[src/rtl/alu_source_a_mux.sv]
// ALU source-A operand selector.
// Picks one of four equal-width candidate operands by the 2-bit ALUSrcA code
// and presents it to the ALU A input, registered by default so the ALU sees a
// clean flop output. The register can be dropped by parameter for a purely
// combinational path.
module alu_source_a_mux #(
   parameter int WIDTH      = 16,
   parameter bit REGISTERED = 1'b1
) (
   input  logic             CLK,
   input  logic             Reset,
   input  logic [1:0]       ALUSrcA,
   input  logic [WIDTH-1:0] Zero,
   input  logic [WIDTH-1:0] One,
   input  logic [WIDTH-1:0] Two,
   input  logic [WIDTH-1:0] Three,
   output logic [WIDTH-1:0] Output
);

   // Selected operand before the optional output register.
   logic [WIDTH-1:0] mux_d;

   // Full four-way decode; an unknown select falls back to the Zero source so
   // the ALU never sees a floating operand.
   always_comb begin
      mux_d = Zero;
      case (ALUSrcA)
         2'd0:    mux_d = Zero;
         2'd1:    mux_d = One;
         2'd2:    mux_d = Two;
         2'd3:    mux_d = Three;
         default: mux_d = Zero;
      endcase
   end

   if (REGISTERED) begin : g_reg
      logic [WIDTH-1:0] out_q;

      // Reload every cycle; synchronous reset wins over select and data.
      always_ff @(posedge CLK) begin
         if (Reset) begin
            out_q <= '0;
         end else begin
            out_q <= mux_d;
         end
      end

      assign Output = out_q;
   end else begin : g_comb
      // Clock and reset have no role in the combinational build.
      logic unused_clk_rst;
      assign unused_clk_rst = CLK ^ Reset;

      assign Output = mux_d;
   end

endmodule

[config.mk]
export PLATFORM = sky130hd
export DESIGN_NAME = alu_source_a_mux
export DESIGN_NICKNAME = d
export VERILOG_FILES = /design/src/rtl/alu_source_a_mux.sv
export SDC_FILE = /design/constraint.sdc
export NUM_CORES = 1
export LEC_CHECK = 0
export BUFFER_PORTS_ARGS = -buffer_cell sky130_fd_sc_hd__buf_4
export CAP_MARGIN = 30
export CORE_AREA = 2 2 55 57
export CTS_BUF_LIST = sky130_fd_sc_hd__clkbuf_4 sky130_fd_sc_hd__clkbuf_8 sky130_fd_sc_hd__clkbuf_16
export DETAILED_ROUTE_END_ITERATION = 12
export DIE_AREA = 0 0 57 59
export PLACE_DENSITY = 0.7
export REMOVE_ABC_BUFFERS = 1
export SYNTH_ARGS = -nofsm -noshare
export SYNTH_HDL_FRONTEND = slang
export SYNTH_SLANG_ARGS = --single-unit
[constraint.sdc]
create_clock -name CLK -period 0.83 [get_ports CLK]
set_input_delay 0.166 -clock CLK [delete_from_list [all_inputs] [get_ports CLK]]
set_output_delay 0.166 -clock CLK [all_outputs]
set_load 0.1 [all_outputs]
==> impl_metrics.tcl, run 1 <==
set metrics [dict create \
    largest_reg_flops 16 \
    final_cell_area_mm2 0.00174 \
    core_area_mm2 0.00271 \
    synth_commonest_cells "mux2i_1, dfxtp_1, o22ai_1, buf_6, buf_4" \
    die_h_um 59 \
    critPathBufInv 1 \
    cts_hold_buf 0 \
    setup_viol 16 \
    rsz0062_at_grt "true" \
    postSynthAreaPerCell_um2 11.2 \
    ant_nets 0 \
    crit_path_end_kind "output pin" \
    drt_pass1_iterations 4 \
    synthTopCellsByArea "dfxtp_1, mux2i_1, o22ai_1" \
    insertedDiodeCount 0 \
    num-fill-cells 221 \
    yosys_warnings 0 \
    yosysTopAreaCell "dfxtp_1" \
    h-tree-depth 1 \
    drive_above_1_share 0.686 \
    arrival_ps 810 \
    port_buffers 83 \
    synth_top_area_frac 0.387 \
    grt_antenna_before_repair 0 \
    outcome "finished, violations left" \
    fp.dieW_um 57 \
    cts_tree "done" \
    cts-root-buf "clkbuf_4" \
    syn2layout_area_growth_pct 111 \
    grt_pass1_wl_um 4130 \
    ys.flop_type "dfxtp_1" \
    syn_inst 74 \
    clkTransAtPathRegs_ps 100 \
    intPower_mw 1.68 \
    switchingPower_mw 0.955 \
    ys_ff_latch 16 \
    syn_area_um2 827 \
    switching_share 0.363 \
    period_share 1.18 \
    crit_required_ps 660 \
    ir_worst_vdd_v 0.000961 \
    grt_pass1_vias 959 \
    grt_max_degree 18 \
    critical_path.cell_chain "buf_12" \
    synth_most_common_cell "mux2i_1" \
    fmax_mhz 1020 \
    fin_tns_setup_ps -2300 \
    cts_sinks 16 \
    clockBufferDepth 2 \
    netlist-cell-type-count 10 \
    grt-ovfl-total 0 \
    p_leak_nw 0.872 \
    die_area_mm2 0.00336 \
    place_congestion 0.679 \
    setup_slack_ps -148 \
    cap_violations 0 \
    start_kind "flop" \
    whs_ps 151 \
    start_util 0.305 \
    tightest_slew_ps 171 \
    wire_per_inst_um 13.4 \
    max_stage_delay_ps 350 \
    hold_viol_final 0 \
    drtIter0Drc 16 \
    power.share.combinational 0.461 \
    worst_path_dominant_cell_family "flip-flops" \
    period_needed_ps 978 \
    num_vias 885 \
    post_cts_buffers 0 \
    placed_cell_area_mm2 0.00149 \
    seqPwrFrac 0.340 \
    final_nets 228 \
    pin_count 84 \
    clockPowerShare 0.198 \
    slowest_stage "dfxtp_2" \
    worstSetupPathType "reg -> out" \
    seq_area_frac_synth 0.387 \
    drc 0 \
    relSlewSlack 0.883 \
    layout.cells.non_filler 190 \
    cts_made_buffers 3 \
    hold_path.class "in -> reg" \
    synthArstFlopShare 0 \
    routed_wl_um 2550 \
    finalMaxSlewViolations 0 \
    violations "negative setup slack" \
    grt_usage 0.160 \
    crit_fanout 1 \
    synth_edf_count 0 \
    powerDensity_mw_per_mm2 1510 \
    placementRows 19 \
    dp_cells 186 \
    drt-vias-per-instance 4.66 \
]
final timing paths:
check,cells past startpoint,slack (ps),end,startpoint
setup / recovery,1,-150,Output[11],Output[11]$_SDFF_PP0_
hold / removal,3,150,Output[10]$_SDFF_PP0_,One[10]
logic make-up (layout without fill, tap and decap cells):
kind of cell,count (synthesis),in the layout,share of synthesized area
simple gates,2,2,0.0151
mux,32,32,0.387
compound gates,16,16,0.121
flops,16,16,0.387
buf+inv,8,93,0.0892
per-layer routing:
metal	share of wire	global-route usage	vias up
met5	0	0	-
met4	0.0071	0.0498	0
met3	0.092	0.0437	2
met2	0.57	0.304	44
met1	0.33	0.173	388
li1	-	-	451
what timing repair did:
item,CTS,global route
cloned,0,0
hold endpoints to repair,0,0
endpoints found under the setup margin,16,16
gates resized for setup,64,0
placed cells by master, fill, tap and decap left out, drive strengths merged:
master / n
buf: 89
mux2i: 32
dfxtp: 16
o22ai: 16
clkbuf: 4
or2: 1
nand2b: 1
stage by stage:
stage               setup slack [ps]  power, mW   util
finish                          -148       2.63  0.643
global route                    -197       2.76  0.643
CTS                             -161       2.65  0.643
detailed placement              -109       1.93  0.548
global placement               -71.3       1.91  0.548
floorplan                       -245       1.48      -
area by class of cell:
| type | count | area (µm²) | area share |
|---|---|---|---|
| clock buffers | 4 | 36.3 | 0.0208 |
| multi-input cells | 50 | 433 | 0.249 |
| flip-flops and latches | 16 | 340 | 0.195 |
| well taps | 31 | 38.8 | 0.0223 |
| repair buffers | 89 | 893 | 0.513 |
power by group through the flow:
| stage | clock network, mW | registers [mW] | logic, mW |
|---|---|---|---|
| floorplan | 0 | 1.33 | 0.154 |
| finish | 0.523 | 0.896 | 1.22 |
| CTS | 0.534 | 0.898 | 1.22 |
| detailed placement | 0 | 0.866 | 1.06 |
| global placement | 0 | 0.863 | 1.05 |
| global route | 0.591 | 0.904 | 1.27 |
(Power assumes the default switching activity.)
==> run 2, diff against run 1 <==
Settings changed: CORE_AREA 2 2 55 57 to 2 2 52 54, DIE_AREA 0 0 57 59 to 0 0 54 56, PLACE_DENSITY 0.7 to 0.75.
Clock period 0.83 ns to 1.15 ns, I/O delays scaled along.
==> run 2 against run 1 <==
The flow now finishes without violations. Die area fell by 10%. Via count decreased by 0.79%. Flip-flop and latch count unchanged. Combinational power decreased by 39%. Global-route usage shrank 1.4 points. Highest routed layer unchanged. Largest cell class unchanged. Clock power decreased by 32%. Wire length is 13% lower. Power is 35% lower.
==> impl_metrics.tcl, run 2 (synthesized netlist as in run 1, its figures left out) <==
set metrics [dict create \
    cts_hold_buf 0 \
    die_area_mm2 0.00302 \
    power_mw 1.72 \
    place_congestion 0.625 \
    start_util 0.340 \
    insertedDiodeCount 0 \
    drive_above_1_share 0.577 \
    port_buffers 83 \
    final_cell_area_mm2 0.00151 \
    period_needed_ps 1110 \
    period_share 0.967 \
    whs_ps 230 \
    rsz0062_at_grt "false" \
    min_delay_path_depth 3 \
    worstSetupPathType "reg -> out" \
    seq_area_um2 320 \
    crit_fanout 1 \
    grt_usage 0.146 \
    num-fill-cells 209 \
    final_common_cell "buf_4" \
    grt_antenna_before_repair 0 \
    crit_path_end_kind "output pin" \
    clkTransAtPathRegs_ps 90 \
    drt_pass1_iterations 3 \
    grt_pass1_vias 854 \
    h-tree-depth 1 \
    max_stage_delay_ps 330 \
    hold_path.class "in -> reg" \
    wire_per_inst_um 11.9 \
    clockBufferDepth 2 \
    p_leak_nw 0.799 \
    hold_viol_final 0 \
    fmax_mhz 899 \
    drtIter0Drc 2 \
    path_depth 1 \
    post_cts_buffers 0 \
    finalMaxSlewViolations 0 \
    start_kind "flop" \
    cts_made_buffers 3 \
    arrival_ps 880 \
    placementRows 18 \
    powerDensity_mw_per_mm2 1140 \
    cts_tree "done" \
    num_vias 878 \
    final_nets 225 \
    worst_path_dominant_cell_family "flip-flops" \
    tightest_slew_ps 560 \
    utilization 0.619 \
    grt-ovfl-total 0 \
    ant_nets 0 \
    syn2layout_area_growth_pct 82.0 \
    cap_violations 0 \
    drc 0 \
    routed_wl_um 2220 \
    fp.dieW_um 54 \
    grt_max_degree 20 \
    core_area_mm2 0.00243 \
    multiInputGateArea_um2 433 \
    relSlewSlack 0.627 \
    outcome "complete, no violations" \
    drt-vias-per-instance 4.72 \
    dp_hpwl_um 1810 \
    setup_viol 0 \
    placed_cell_area_mm2 0.00146 \
    final_cell_mix "buf_4, mux2i_1, dfxtp_1, o22ai_1, clkbuf_4" \
    critPathBufInv 1 \
    critical_path.cell_chain "buf_4" \
    cts-root-buf "clkbuf_4" \
    pin_count 84 \
    grt_pass1_wl_um 3390 \
    fin_tns_setup_ps 0 \
    die_h_um 56 \
    slowest_stage "dfxtp_1" \
    largest_reg_flops 16 \
    ir_worst_vdd_v 0.000741 \
    crit_required_ps 920 \
    cts_sinks 16 \
]
## run 2: cell types whose count changed in the layout (fill, tap and decap cells not counted)
cell and change:
dfxtp_2 -16, dfxtp_1 +16, buf_6 +2, buf_12 -16, buf_4 +11
## run 2: path summary, 6_finish.rpt
kind                         startpoint                     to  slack (ps)
setup / recovery  Output[10]$_SDFF_PP0_             Output[10]          40
hold / removal                  One[10]  Output[10]$_SDFF_PP0_         230
## run 2: what timing repair did
action,CTS,global route
endpoints found under the setup margin,0,2
endpoints found under the hold margin,0,0
gates resized for setup,0,2
## run 2: metrics by stage
| stage | setup WS, ps | instances |
|---|---|---|
| 2_1_floorplan | 11.0 | 66 |
| 3_3_place_gp | 70.1 | 182 |
| 3_5_place_dp | 21.5 | 182 |
| 4_1_cts | 19.2 | 186 |
| 5_1_grt | 9.66 | 186 |
| 6_report | 38.0 | 186 |
## run 2: where the power goes
group	switching [mW]	internal, mW	total (mW)
Combinational	0.458	0.291	0.749
Sequential	0.0135	0.600	0.613
Clock	0.162	0.192	0.354
## run 2: final cells by class
cell class                 instances  share of cell area
timing repair buffer              86               0.451
multi-input combinational         50               0.288
sequential                        16               0.213
tap                               30              0.0249
clock buffer                       4              0.0241
## run 2: metal layers
| metal | up-vias | global-route usage | wire (µm) |
|---|---|---|---|
| met4 | 0 | 0.0429 | 19 |
| li1 | 444 | - | - |
| met1 | 378 | 0.155 | 815 |
| met3 | 2 | 0.0376 | 291 |
| met5 | - | 0 | 0 |
| met2 | 54 | 0.270 | 1090 |
==> run 3, diff against run 2 <==
Settings changed: CELL_PAD_IN_SITES_DETAIL_PLACEMENT from default to 0, CELL_PAD_IN_SITES_GLOBAL_PLACEMENT from default to 1, CORE_AREA 2 2 52 54 to 2 2 63 65, DIE_AREA 0 0 54 56 to 0 0 65 67, PLACE_DENSITY 0.75 to 0.74.
Clock period 1.15 ns to 1.1 ns, I/O delays scaled along.
==> run 3 against run 2 <==
Die area up 44%. Highest routed layer is now met3. Critical path type unchanged. Cell area up 2.3%. Sequential share of layout area down 0.48 points.
==> impl_metrics.tcl, run 3 (synthesized netlist as in run 1, its figures left out) <==
set metrics [dict create \
    start_util 0.229 \
    core_area_mm2 0.00361 \
    num_vias 871 \
    crit_path_end_kind "output pin" \
    dp_cells 200 \
    multiInputGateArea_um2 433 \
    setup_slack_ps 41.8 \
    seq_area_um2 320 \
    crit_fanout 1 \
    worst_path_dominant_cell_family "flip-flops" \
    period_share 0.962 \
    gr-usage-met3 0.0524 \
    grt_pass1_wl_um 3840 \
    port_buffers 83 \
    intPower_mw 1.18 \
    ant_nets 0 \
    critPathBufInv 1 \
    final_cell_mix "buf_4, mux2i_1, dfxtp_1, o22ai_1, buf_6" \
    cts-root-buf "clkbuf_8" \
    rsz0062_at_grt "false" \
    hold_viol_final 0 \
    drive_above_1_share 0.574 \
    powerDensity_mw_per_mm2 1210 \
    placementRows 22 \
    tightest_slew_ps 584 \
    switchingPower_mw 0.684 \
    grt_antenna_before_repair 0 \
    hold_path.class "in -> reg" \
    slowest_stage "dfxtp_1" \
    crit_required_ps 880 \
    top_usage_layer "met2" \
    utilization 0.427 \
    use_met1 0.138 \
    wire_per_inst_um 12.0 \
    fmax_mhz 945 \
    clockBufferDepth 2 \
    cts_sinks 16 \
    power.share.combinational 0.424 \
    cts_tree "done" \
    num-fill-cells 375 \
    grt_max_degree 20 \
    layout.cells.non_filler 203 \
    cts_hold_buf 0 \
    setup_viol 0 \
    outcome "complete, no violations" \
    ir_worst_vdd_v 0.000372 \
    dp_hpwl_um 1960 \
    gr-usage-met2 0.188 \
    start_kind "flop" \
    max_stage_delay_ps 310 \
    drt_pass1_iterations 4 \
    drc 0 \
    largest_reg_flops 16 \
    worstSetupPathType "reg -> out" \
    drtIter0Drc 15 \
    insertedDiodeCount 0 \
    grt_usage 0.115 \
    final_cell_area_mm2 0.00154 \
    place_congestion 0.621 \
    final_nets 225 \
    p_leak_nw 0.801 \
    power_mw 1.86 \
    routed_wl_um 2430 \
    whs_ps 241 \
    clockPowerShare 0.231 \
    syn2layout_area_growth_pct 86.2 \
    final_common_cell "buf_4" \
    h-tree-depth 1 \
    post_cts_buffers 0 \
    clkTransAtPathRegs_ps 60 \
    drt-vias-per-instance 4.29 \
    preCtsSetupSlack_ps -23.6 \
    die_h_um 67 \
    period_needed_ps 1060 \
    fin_tns_setup_ps 0 \
    switching_share 0.367 \
    seqPwrFrac 0.345 \
    grt-ovfl-total 0 \
    post_cts_resize_count 0 \
    cts_made_buffers 3 \
    fp.dieW_um 65 \
    cap_violations 0 \
    die_area_mm2 0.00436 \
    grt_pass1_vias 883 \
    placed_cell_area_mm2 0.00148 \
    arrival_ps 840 \
    critical_path.cell_chain "buf_4" \
    finalMaxSlewViolations 0 \
    relSlewSlack 0.611 \
    pin_count 84 \
]
[run 3: final cells by class]
type	instances	area share
Clock buffer	3	0.0268
Timing Repair Buffer	86	0.445
Sequential cell	16	0.208
Multi-Input combinational cell	50	0.281
Tap cell	48	0.0390
[run 3: final timing paths]
| kind | end | cells past startpoint | slack, ps | start |
|---|---|---|---|---|
| setup / recovery | Output[6] | 1 | 40 | Output[6]$_SDFF_PP0_ |
| hold / removal | Output[10]$_SDFF_PP0_ | 3 | 240 | One[10] |
[run 3: metal layers]
metal | vias up | wire length, µm
met5 | - | 0
met4 | 0 | 0
met3 | 0 | 345
met2 | 56 | 1150
met1 | 374 | 932
li1 | 441 | -
[run 3: power by group through the flow]
stage / Combinational [mW] / Sequential, mW / Clock [mW]
after floorplan: 0.116 / 1.00 / 0
after global placement: 0.781 / 0.652 / 0
after detailed placement: 0.791 / 0.653 / 0
after CTS: 0.791 / 0.640 / 0.447
after global routing: 0.833 / 0.648 / 0.490
final: 0.790 / 0.642 / 0.430
